`src/rtl/dmem_pkg.sv`:
```
// dmem_pkg: shared constants and types for the data-side memory stage.
//   - MMIO register byte offsets inside the 4 KiB MMIO page
//   - bit positions inside TMR_CTRL and TMR_STAT
//   - address region enum produced by the top-level decoder
package dmem_pkg;

  localparam logic [11:0] OFF_LEDS      = 12'h000;
  localparam logic [11:0] OFF_CYCLE     = 12'h004;
  localparam logic [11:0] OFF_TMR_LOAD  = 12'h008;
  localparam logic [11:0] OFF_TMR_CTRL  = 12'h00C;
  localparam logic [11:0] OFF_TMR_STAT  = 12'h010;
  localparam logic [11:0] OFF_TMR_COUNT = 12'h014;

  localparam int CTRL_EN_BIT   = 0;
  localparam int CTRL_AUTO_BIT = 1;
  localparam int STAT_EXP_BIT  = 0;
  localparam int STAT_ERR_BIT  = 1;

  typedef enum logic [1:0] {
    REG_RAM,
    REG_MMIO,
    REG_NONE
  } region_e;

endpackage

```
`src/rtl/dmem_if.sv`:
```
// dmem_if: data bus between the single-cycle core and the data memory stage.
//   MemWrite  : store strobe (core -> memory)
//   ALUResult : byte address (core -> memory)
//   WriteData : store data   (core -> memory)
//   ReadData  : combinational load data (memory -> core)
// Modports: master = core side, slave = memory side.
interface dmem_if;
  logic        MemWrite;
  logic [31:0] ALUResult;
  logic [31:0] WriteData;
  logic [31:0] ReadData;

  modport master (output MemWrite, output ALUResult, output WriteData, input ReadData);
  modport slave  (input MemWrite, input ALUResult, input WriteData, output ReadData);
endinterface

```
`src/rtl/mmio_timer.sv`:
```
// mmio_timer: countdown timer registers of the MMIO page.
// Owns TMR_LOAD, TMR_CTRL (EN/AUTO), TMR_COUNT and the EXPIRED flag and
// resolves same-cycle conflicts between the countdown and bus writes.
// Ports:
//   clk, reset            : clock, synchronous active-high reset
//   i_wr_load/ctrl/stat   : qualified write strobes for the three writable regs
//   i_wdata               : store data
//   o_load, o_count       : TMR_LOAD / TMR_COUNT contents
//   o_en, o_auto          : TMR_CTRL bits
//   o_expired             : TMR_STAT EXPIRED (also drives the interrupt)
module mmio_timer
  import dmem_pkg::*;
#(
  parameter int CNT_W = 32
) (
  input  logic             clk,
  input  logic             reset,
  input  logic             i_wr_load,
  input  logic             i_wr_ctrl,
  input  logic             i_wr_stat,
  input  logic [31:0]      i_wdata,
  output logic [CNT_W-1:0] o_load,
  output logic [CNT_W-1:0] o_count,
  output logic             o_en,
  output logic             o_auto,
  output logic             o_expired
);

  localparam logic [CNT_W-1:0] CNT_ONE = CNT_W'(1);

  logic [CNT_W-1:0] r_load, r_count, w_load_next, w_count_next;
  logic             r_en, r_auto, r_expired;
  logic             w_en_next, w_auto_next, w_expired_next, w_expire;

  // Countdown first, then bus writes on top: a write to LOAD/CTRL in the
  // same cycle overrides whatever the countdown decided, while expiry
  // overrides a same-cycle W1C of EXPIRED.
  always_comb begin
    w_load_next    = r_load;
    w_count_next   = r_count;
    w_en_next      = r_en;
    w_auto_next    = r_auto;
    w_expired_next = r_expired;
    w_expire       = 1'b0;

    if (r_en) begin
      if (r_count != '0) begin
        w_count_next = r_count - CNT_ONE;
      end else begin
        w_expire = 1'b1;
        if (r_auto) w_count_next = r_load;
        else        w_en_next    = 1'b0;
      end
    end

    if (i_wr_stat && i_wdata[STAT_EXP_BIT]) w_expired_next = 1'b0;
    if (w_expire)                           w_expired_next = 1'b1;

    if (i_wr_load) begin
      w_load_next  = i_wdata[CNT_W-1:0];
      w_count_next = i_wdata[CNT_W-1:0];
    end

    if (i_wr_ctrl) begin
      w_en_next   = i_wdata[CTRL_EN_BIT];
      w_auto_next = i_wdata[CTRL_AUTO_BIT];
    end
  end

  always_ff @(posedge clk) begin
    if (reset) begin
      r_load    <= '0;
      r_count   <= '0;
      r_en      <= 1'b0;
      r_auto    <= 1'b0;
      r_expired <= 1'b0;
    end else begin
      r_load    <= w_load_next;
      r_count   <= w_count_next;
      r_en      <= w_en_next;
      r_auto    <= w_auto_next;
      r_expired <= w_expired_next;
    end
  end

  assign o_load    = r_load;
  assign o_count   = r_count;
  assign o_en      = r_en;
  assign o_auto    = r_auto;
  assign o_expired = r_expired;

endmodule

```
`src/rtl/data_mem_mmio.sv`:
```
// data_mem_mmio: data-side memory stage for a single-cycle core.
// Word-addressed RAM plus a 4 KiB MMIO page (LED register, free-running
// cycle counter, countdown timer). Loads are combinational; stores commit
// at the rising clock edge. Address bits [1:0] are ignored.
// Ports:
//   clk, reset : clock, synchronous active-high reset (also discards stores)
//   bus        : dmem_if.slave (MemWrite, ALUResult, WriteData -> ReadData)
//   Leds       : LED register
//   TimerIrq   : timer EXPIRED flag
//   AccessErr  : only when DMEM_ACCESS_ERR_EN is defined; sticky flag set by
//                stores to unmapped addresses or read-only MMIO registers,
//                also visible as TMR_STAT bit1. Without the macro the port is
//                absent and TMR_STAT bit1 reads 0.
module data_mem_mmio
  import dmem_pkg::*;
#(
  parameter int          RAM_WORDS = 64,
  parameter logic [31:0] MMIO_BASE = 32'h0000_1000,
  parameter int          CNT_W     = 32
) (
  input  logic        clk,
  input  logic        reset,
  dmem_if.slave       bus,
  output logic [31:0] Leds,
  output logic        TimerIrq
`ifdef DMEM_ACCESS_ERR_EN
  ,
  output logic        AccessErr
`endif
);

  localparam int               AW        = $clog2(RAM_WORDS);
  localparam logic [31:0]      RAM_BYTES = 32'(RAM_WORDS * 4);
  localparam logic [CNT_W-1:0] CNT_ONE   = CNT_W'(1);

  logic [31:0]      r_ram [RAM_WORDS];
  logic [31:0]      r_leds;
  logic [CNT_W-1:0] r_cycle;

  region_e          w_region;
  logic [AW-1:0]    w_idx;
  logic [11:0]      w_off;
  logic             w_we, w_wr_mmio;
  logic [31:0]      w_rdata, w_ctrl_word, w_stat_word;
  logic             w_err;

  logic [CNT_W-1:0] w_tmr_load, w_tmr_count;
  logic             w_tmr_en, w_tmr_auto, w_tmr_expired;

  // RAM takes priority if a small MMIO_BASE were ever to overlap it.
  always_comb begin
    if (bus.ALUResult < RAM_BYTES)                       w_region = REG_RAM;
    else if (bus.ALUResult[31:12] == MMIO_BASE[31:12])   w_region = REG_MMIO;
    else                                                 w_region = REG_NONE;
  end

  assign w_idx     = bus.ALUResult[AW+1:2];
  assign w_off     = {bus.ALUResult[11:2], 2'b00};
  // A store in a reset cycle is dropped everywhere, RAM included.
  assign w_we      = bus.MemWrite && !reset;
  assign w_wr_mmio = w_we && (w_region == REG_MMIO);

  always_ff @(posedge clk) begin
    if (w_we && (w_region == REG_RAM)) r_ram[w_idx] <= bus.WriteData;
  end

  always_ff @(posedge clk) begin
    if (reset) begin
      r_leds  <= '0;
      r_cycle <= '0;
    end else begin
      r_cycle <= r_cycle + CNT_ONE;
      if (w_wr_mmio && (w_off == OFF_LEDS)) r_leds <= bus.WriteData;
    end
  end

  mmio_timer #(.CNT_W(CNT_W)) u_timer (
    .clk       (clk),
    .reset     (reset),
    .i_wr_load (w_wr_mmio && (w_off == OFF_TMR_LOAD)),
    .i_wr_ctrl (w_wr_mmio && (w_off == OFF_TMR_CTRL)),
    .i_wr_stat (w_wr_mmio && (w_off == OFF_TMR_STAT)),
    .i_wdata   (bus.WriteData),
    .o_load    (w_tmr_load),
    .o_count   (w_tmr_count),
    .o_en      (w_tmr_en),
    .o_auto    (w_tmr_auto),
    .o_expired (w_tmr_expired)
  );

`ifdef DMEM_ACCESS_ERR_EN
  logic r_err;
  logic w_bad_wr;

  assign w_bad_wr = w_we && ((w_region == REG_NONE) ||
                    ((w_region == REG_MMIO) &&
                     ((w_off == OFF_CYCLE) || (w_off == OFF_TMR_COUNT))));

  always_ff @(posedge clk) begin
    if (reset)         r_err <= 1'b0;
    else if (w_bad_wr) r_err <= 1'b1;
  end

  assign w_err     = r_err;
  assign AccessErr = r_err;
`else
  assign w_err = 1'b0;
`endif

  always_comb begin
    w_ctrl_word                = '0;
    w_ctrl_word[CTRL_EN_BIT]   = w_tmr_en;
    w_ctrl_word[CTRL_AUTO_BIT] = w_tmr_auto;
    w_stat_word                = '0;
    w_stat_word[STAT_EXP_BIT]  = w_tmr_expired;
    w_stat_word[STAT_ERR_BIT]  = w_err;
  end

  always_comb begin
    w_rdata = '0;
    case (w_region)
      REG_RAM:  w_rdata = r_ram[w_idx];
      REG_MMIO: begin
        case (w_off)
          OFF_LEDS:      w_rdata = r_leds;
          OFF_CYCLE:     w_rdata = 32'(r_cycle);
          OFF_TMR_LOAD:  w_rdata = 32'(w_tmr_load);
          OFF_TMR_CTRL:  w_rdata = w_ctrl_word;
          OFF_TMR_STAT:  w_rdata = w_stat_word;
          OFF_TMR_COUNT: w_rdata = 32'(w_tmr_count);
          default:       w_rdata = '0;
        endcase
      end
      default:  w_rdata = '0;
    endcase
  end

  assign bus.ReadData = w_rdata;
  assign Leds         = r_leds;
  assign TimerIrq     = w_tmr_expired;

endmodule

```
`src/flat_wrapper.sv`:
```
// flat-port wrapper written by rule: the top's interface ports become plain ports
module data_mem_mmio_flat import dmem_pkg::*;
#(
  parameter int          RAM_WORDS = 64,
  parameter logic [31:0] MMIO_BASE = 32'h0000_1000,
  parameter int          CNT_W     = 32
)
  (clk, reset, Leds, TimerIrq, bus_MemWrite, bus_ALUResult, bus_WriteData, bus_ReadData);
  dmem_if bus_i ();
  input  logic clk;
  input  logic reset;
  output logic [31:0] Leds;
  output logic TimerIrq;
  input wire logic [$bits(bus_i.MemWrite)-1:0] bus_MemWrite;
  input wire logic [$bits(bus_i.ALUResult)-1:0] bus_ALUResult;
  input wire logic [$bits(bus_i.WriteData)-1:0] bus_WriteData;
  output wire logic [$bits(bus_i.ReadData)-1:0] bus_ReadData;
  assign bus_i.MemWrite = bus_MemWrite;
  assign bus_i.ALUResult = bus_ALUResult;
  assign bus_i.WriteData = bus_WriteData;
  assign bus_ReadData = bus_i.ReadData;
  data_mem_mmio #(.RAM_WORDS(RAM_WORDS), .MMIO_BASE(MMIO_BASE), .CNT_W(CNT_W)) u_core (.clk(clk), .reset(reset), .bus(bus_i), .Leds(Leds), .TimerIrq(TimerIrq));
endmodule
```
`config.mk`:
```
export PLATFORM = sky130hd
export DESIGN_NAME = data_mem_mmio_flat
export DESIGN_NICKNAME = d
export VERILOG_FILES = /design/src/rtl/dmem_pkg.sv /design/src/rtl/dmem_if.sv /design/src/rtl/mmio_timer.sv /design/src/rtl/data_mem_mmio.sv /design/src/flat_wrapper.sv
export SDC_FILE = /design/constraint.sdc
export NUM_CORES = 2
export LEC_CHECK = 0
export ABC_AREA = 1
export CORE_MARGIN = 2
export CORE_UTILIZATION = 63
export CTS_CLUSTER_DIAMETER = 80
export CTS_CLUSTER_SIZE = 16
export DETAILED_ROUTE_END_ITERATION = 8
export PLACE_DENSITY = 0.8
export SLEW_MARGIN = 5
export SYNTH_ARGS = -nofsm -noshare
export SYNTH_HDL_FRONTEND = slang
export SYNTH_SLANG_ARGS = --single-unit
```
`constraint.sdc`:
```
create_clock -name clk -period 4.3 [get_ports clk]
set_input_delay 0.645 -clock clk [delete_from_list [all_inputs] [get_ports clk]]
set_output_delay 0.645 -clock clk [all_outputs]
set_load 0.01 [all_outputs]
```
# Word-level counts from Yosys, hierarchy flattened
# Memory sizes are Yosys's and may differ from the RTL's.
# Cells that the tools add are included.
# totals
ff_bits	131
latch_bits	0
ram_bits	2048
romBits	0
in_bits	67
output_inout_bits	65
wordCells	52
mem_count	1
# classes
add_sub_neg	2
multipliers	0
div_mod_pow	0
n_lt_le_gt_ge	1
n_eq_ne	7
shifts	0
mux	18
bitwise_logic	0
reduce_logical	16
# mem_list
name	words	width	read_ports	rd_clocked_by_memory_dff	write_ports	line	source
u_core.r_ram	64	32	1	0	1	data_mem_mmio.sv:36	logic [31:0] r_ram [RAM_WORDS];
# op_table
operator	count
case mux 32 bit (6 select lines)	1
2-to-1 mux 32 bit	4
case mux 32 bit (2 select lines)	1
adder 32 x 1 -> 32 bit, second input constant	1
less-than comparator 32 x 9 -> 1 bit, second input constant	1
nonzero test 32 bit	1
subtractor 32 x 1 -> 32 bit, second input constant	1
== test 10 x 2 -> 1 bit, second input constant	2
== test 10 x 3 -> 1 bit, second input constant	2
== test 20 x 1 -> 1 bit, second input constant	1
zero test 12 bit	1
== test 10 x 1 -> 1 bit, second input constant	1
2-to-1 mux 1 bit	10
logical AND 1 bit	8
2-to-1 mux 2 bit	2
nonzero test 2 bit	2
nonzero test 3 bit	1
== test 2 x 1 -> 1 bit, second input constant	1
zero test 2 bit	1
AND reduction 2 bit	1
zero test 1 bit	1

# Longest topological paths before layout
# logic_depth
ltp_word	9
depth_mapped	16
depth_no_buf	13

# Modules after synthesis
# A second synthesis with hierarchy kept.
# hier_totals
cells_unflattened	8681
hier_area_um2	90593.1
# by_module_without_submodules
module	n_inst	cells_per_inst	area_per_inst_um2
data_mem_mmio	1	8055	86705.7
mmio_timer	1	626	3887.5

# Least setup slack after synthesis
# OpenSTA, ideal clock, no wires.
# synth_timing
path_kind	input to register
from	input port bus_ALUResult[20]
to	memory u_core.r_ram[13][0] (enable)
arrival_time_ns	3.104
required_ns	3.879
setup_slack_ns	0.775
cell_stages	9
path_cell_list	nor2_1 > nand2_1 > nor2_1 > nand2_1 > nor4_4 > nand2_1 > nor2_1 > nand2_1 > nor2_1
# synth_between
elab_chain_len	7
elab_cells_between_ends	8
cone_classes	order compare: 1; eq/ne: 1; mux: 4; reduce/logical: 2
# synth_lines
element	line	source
start, declared	flat_wrapper.sv:15	input wire logic [$bits(bus_i.ALUResult)-1:0] bus_ALUResult;
parallel branches: the longest is 2 deep, another holds less-than comparator 32 x 9 -> 1 bit	n/a	
2-to-1 mux 2 bit *	data_mem_mmio.sv:52	if (bus.ALUResult < RAM_BYTES) w_region = REG_RAM;
zero test 2 bit *	data_mem_mmio.sv:64	if (w_we && (w_region == REG_RAM)) r_ram[w_idx] <= bus.WriteData;
logical AND 1 bit *	data_mem_mmio.sv:64	
2-to-1 mux 1 bit *	data_mem_mmio.sv:64	
2-to-1 mux 1 bit (implied by the code) *	data_mem_mmio.sv:64	
end, declared	data_mem_mmio.sv:36	
# Every way passes the cells marked *.

# Worst setup path after layout
# layout_timing
from	input port bus_ALUResult[5]
to	output port bus_ReadData[18]
# layout_between
elab_chain_len	4
elab_cells_between_ends	13
cone_classes	order compare: 1; eq/ne: 6; mux: 3; reduce/logical: 2; memory: 1
# layout_lines
element	line	source
less-than comparator 32 x 9 -> 1 bit	data_mem_mmio.sv:52	
2-to-1 mux 2 bit	data_mem_mmio.sv:52	
== test 2 x 1 -> 1 bit / zero test 2 bit (equally long branches)	data_mem_mmio.sv:121	case (w_region)
case mux 32 bit (2 select lines) *	data_mem_mmio.sv:121	
end, declared	flat_wrapper.sv:17	output wire logic [$bits(bus_i.ReadData)-1:0] bus_ReadData;
# Mark *: on every way between the ends. The rest lies on a longest branch, timed or not.

==> results.py <==
metrics = {
    "status": {
        "violations": "setup timing",
        "outcome": "complete, but fails checks",
    },
    "die": {
        "die_x_um": 383.3,
        "fp.dieArea_um2": 146900,
        "ios": 132,
        "rows": 139,
        "die_y_um": 383.3,
        "coreArea_um2": 143100,
        "start_util": 0.6333,
    },
    "timing": {
        "worst_pin_slew_ps": 1318,
        "rsz0062_at_grt": "false",
        "setup_ws_ps": -17.61,
        "hold_ws_ps": 295.0,
        "slew_viol_final": 0,
        "setup_viol": 1,
        "finalSetupTns_ps": -17.61,
        "relSlewSlack": 0.1211,
        "finalCritPeriodShare": 1.004,
        "fmax_ghz": 0.2316,
        "layout_min_cycle_time_ps": 4318,
        "hold_viol": 0,
        "skew_ps": 10.37,
    },
    "global_route": {
        "antenna_found_initial": 15,
        "grt.met1_usage": 0.5128,
        "grtUsageMet3": 0.1058,
        "grt_pass1_vias": 63760,
        "gr-total-overflow": 0,
        "grt_util_met2": 0.5895,
        "grt_pass1_wl_mm": 417.2,
        "busiest_layer": "met2",
        "track_usage": 0.3951,
        "grt_max_degree": 92,
    },
    "critical_path": {
        "cp.arrival_ps": 3670,
        "required_ps": 3650,
        "start_kind": "input port",
        "crit_path_end_kind": "output port",
        "worstSetupPathType": "input port to output port",
        "cp_max_fo": 25,
    },
    "detailed_routing": {
        "remaining_drc_errors": 0,
        "first_pass_iters": 9,
        "via_per_inst": 6.147,
        "wirelength_mm": 292.8,
        "ant_nets": 0,
        "wl_per_cell_um": 27.02,
        "first_iter_violations": 10960,
        "vias": 66630,
    },
    "synthesis": {
        "netlist_area_um2": 90640,
        "synth_cells": 8618,
        "synth_top_area_frac": 0.6785,
        "ys_seq_area_frac": 0.7074,
        "async_reset_ff_frac": 0,
        "synth-warning-count": 0,
        "synthTopCellsByCount": "nor2_1 (2,815), edfxtp_1 (2,048), nand2_1 (1,707), nand3_1 (486), inv_1 (466)",
        "synth_top_cells_by_area": "edfxtp_1 (68%), nor2_1 (12%), nand2_1 (7.1%), dfxtp_1 (2.9%), nand3_1 (2.7%)",
        "synth_edf_count": 2048,
        "synth_top_cell_by_area": "edfxtp_1",
        "dominantRegCellSynth": "edfxtp_1",
        "synth.most_common_cell": "nor2_1",
        "avgSynthCellArea_um2": 10.52,
        "ys_ff_latch": 2179,
        "synth_fp_nets": 8688,
        "synth_cell_types": 42,
    },
    "placed_design": {
        "place_ws_ps": -140.0,
        "place_hpwl_mm": 182.7,
        "place.gp.congestion": 0.9837,
        "portBuffers": 129,
        "place_inst": 10630,
    },
    "power_and_ir_drop": {
        "p_leak_nw": 38.04,
        "ir_drop_mv": 0.3666,
        "power.density_nw_per_um2": 389.5,
    },
    "cells_and_area": {
        "syn_to_final_growth_pct": 12.13,
        "num-nets-final": 8963,
        "seqCellArea_um2": 64120,
        "final_util": 0.7101,
        "n_fill_cell": 9514,
        "fin_cells": 10840,
        "drive_above_1_share": 0.08592,
        "multi_input_area_um2": 23450,
    },
    "min_path": {
        "hold_class": "input port to flip-flop",
    },
    "clock_tree": {
        "htreeDepth": 4,
        "clk_pin_slew_worst_paths_ps": 80,
        "cts.sinks": 2179,
        "numCtsBuffers": 156,
        "clock_latency_ps": 800,
        "clockRootBuffer": "clkbuf_16",
        "cts.path.max_buffers": 3,
        "cts_tree": "yes",
    },
    "job": {
        "max_cap_viol_count": 0,
    },
}
## final cells by class
cell class,instances,area share
Antenna cell,8,0.0001970
Clock buffer,176,0.03999
Clock inverter,16,0.001490
Inverter,479,0.01781
Multi-Input combinational cell,5576,0.2308
Sequential cell,2179,0.6309
Tap cell,1903,0.02343
Timing Repair Buffer,501,0.05540
## logic make-up (layout without fill, tap and decap cells)
group	Yosys count	count (layout)	synth area share
compound gates	377	377	0.02296
flops	2179	2179	0.7074
buf+inv	864	1172	0.04087
simple gates	5184	5185	0.2273
fa+ha+maj	3	3	0.0004142
xor+xnor	11	11	0.001063
other cells	0	8	0
## placed cells by master, fill, tap and decap left out, drive strengths merged, types with 2 or more instances in the layout
cell type / Yosys / final
xor2: 9 / 9
a21boi: 2 / 2
nor4: 5 / 5
clkinv: 3 / 14
clkbuf: 123 / 178
or2: 58 / 58
xnor2: 2 / 2
a21oi: 107 / 107
nor2: 2832 / 2832
ha: 3 / 3
o21bai: 60 / 60
nand2: 1718 / 1719
edfxtp: 2048 / 2048
inv: 476 / 480
nand3: 490 / 490
dfxtp: 131 / 131
o21a: 5 / 5
o22ai: 15 / 15
buf: 262 / 407
diode: 0 / 8
nor3b: 3 / 3
clkdlybuf4s50: 0 / 90
o21ai: 186 / 186
nand4: 56 / 56
nor3: 19 / 19
and2: 2 / 2
## sequential cells by signal, indices dropped and copies added, names as in the netlist
name	count
u_core.u_timer.o_expired	1
u_core.r_ram	2048
u_core.u_timer.o_load	32
u_core.r_cycle	32
u_core.Leds	32
u_core.u_timer.o_auto	1
u_core.u_timer.o_count	32
u_core.u_timer.o_en	1
## per-layer routing
| layer | wire length (µm) | vias to the layer above |
|---|---|---|
| met1 | 99450 | 31670 |
| met4 | 22930 | 8 |
| met3 | 41400 | 969 |
| li1 | - | 28840 |
| met2 | 129000 | 5140 |
| met5 | 53 | - |
## power breakdown
group          internal (W)  switching (W)
Combinational      0.000684        0.00209
Clock               0.00668        0.00698
Sequential           0.0231     0.00000338
Total                0.0305        0.00908
## through the flow
stage	cell area, µm²	power (W)
finish	101600	0.03959
global placement	97190	0.02618
detailed placement	97190	0.02625
global route	101600	0.04036
floorplan	90640	0.02482
CTS	101400	0.03942
## worst paths after layout
kind,startpoint,end,slack (ps),cells after the start
setup / recovery,bus_ALUResult[5],bus_ReadData[18],-20,14
hold / removal,reset,u_core.r_cycle[0],290,3
setup reg to reg,u_core.u_timer.o_count[0],u_core.u_timer.o_count[15],1440,11
hold reg to reg,u_core.u_timer.o_load[28],u_core.u_timer.o_load[28],470,2
## what timing repair did
| action | in CTS | in global routing |
|---|---|---|
| buffers inserted | 0 | 6 |
| gates resized for setup | 6 | 22 |
| setup endpoints to repair | 5 | 24 |
| hold buffers | 0 | 0 |
| cloned | 0 | 2 |
| pin swaps | 1 | 2 |
## worst max-delay path: stages
cell and delay (ps):
buf_6 110, inv_1 70, nand2_1 320, inv_4 290, buf_12 260, buf_4 200, nand2_1 80, nand2_1 50
inv_1 180, nand2_1 80, nand2_1 210, nand3_1 230, o21bai_1 270, clkdlybuf4s50_1 590
No activity file was read; power rests on OpenSTA's default activity.
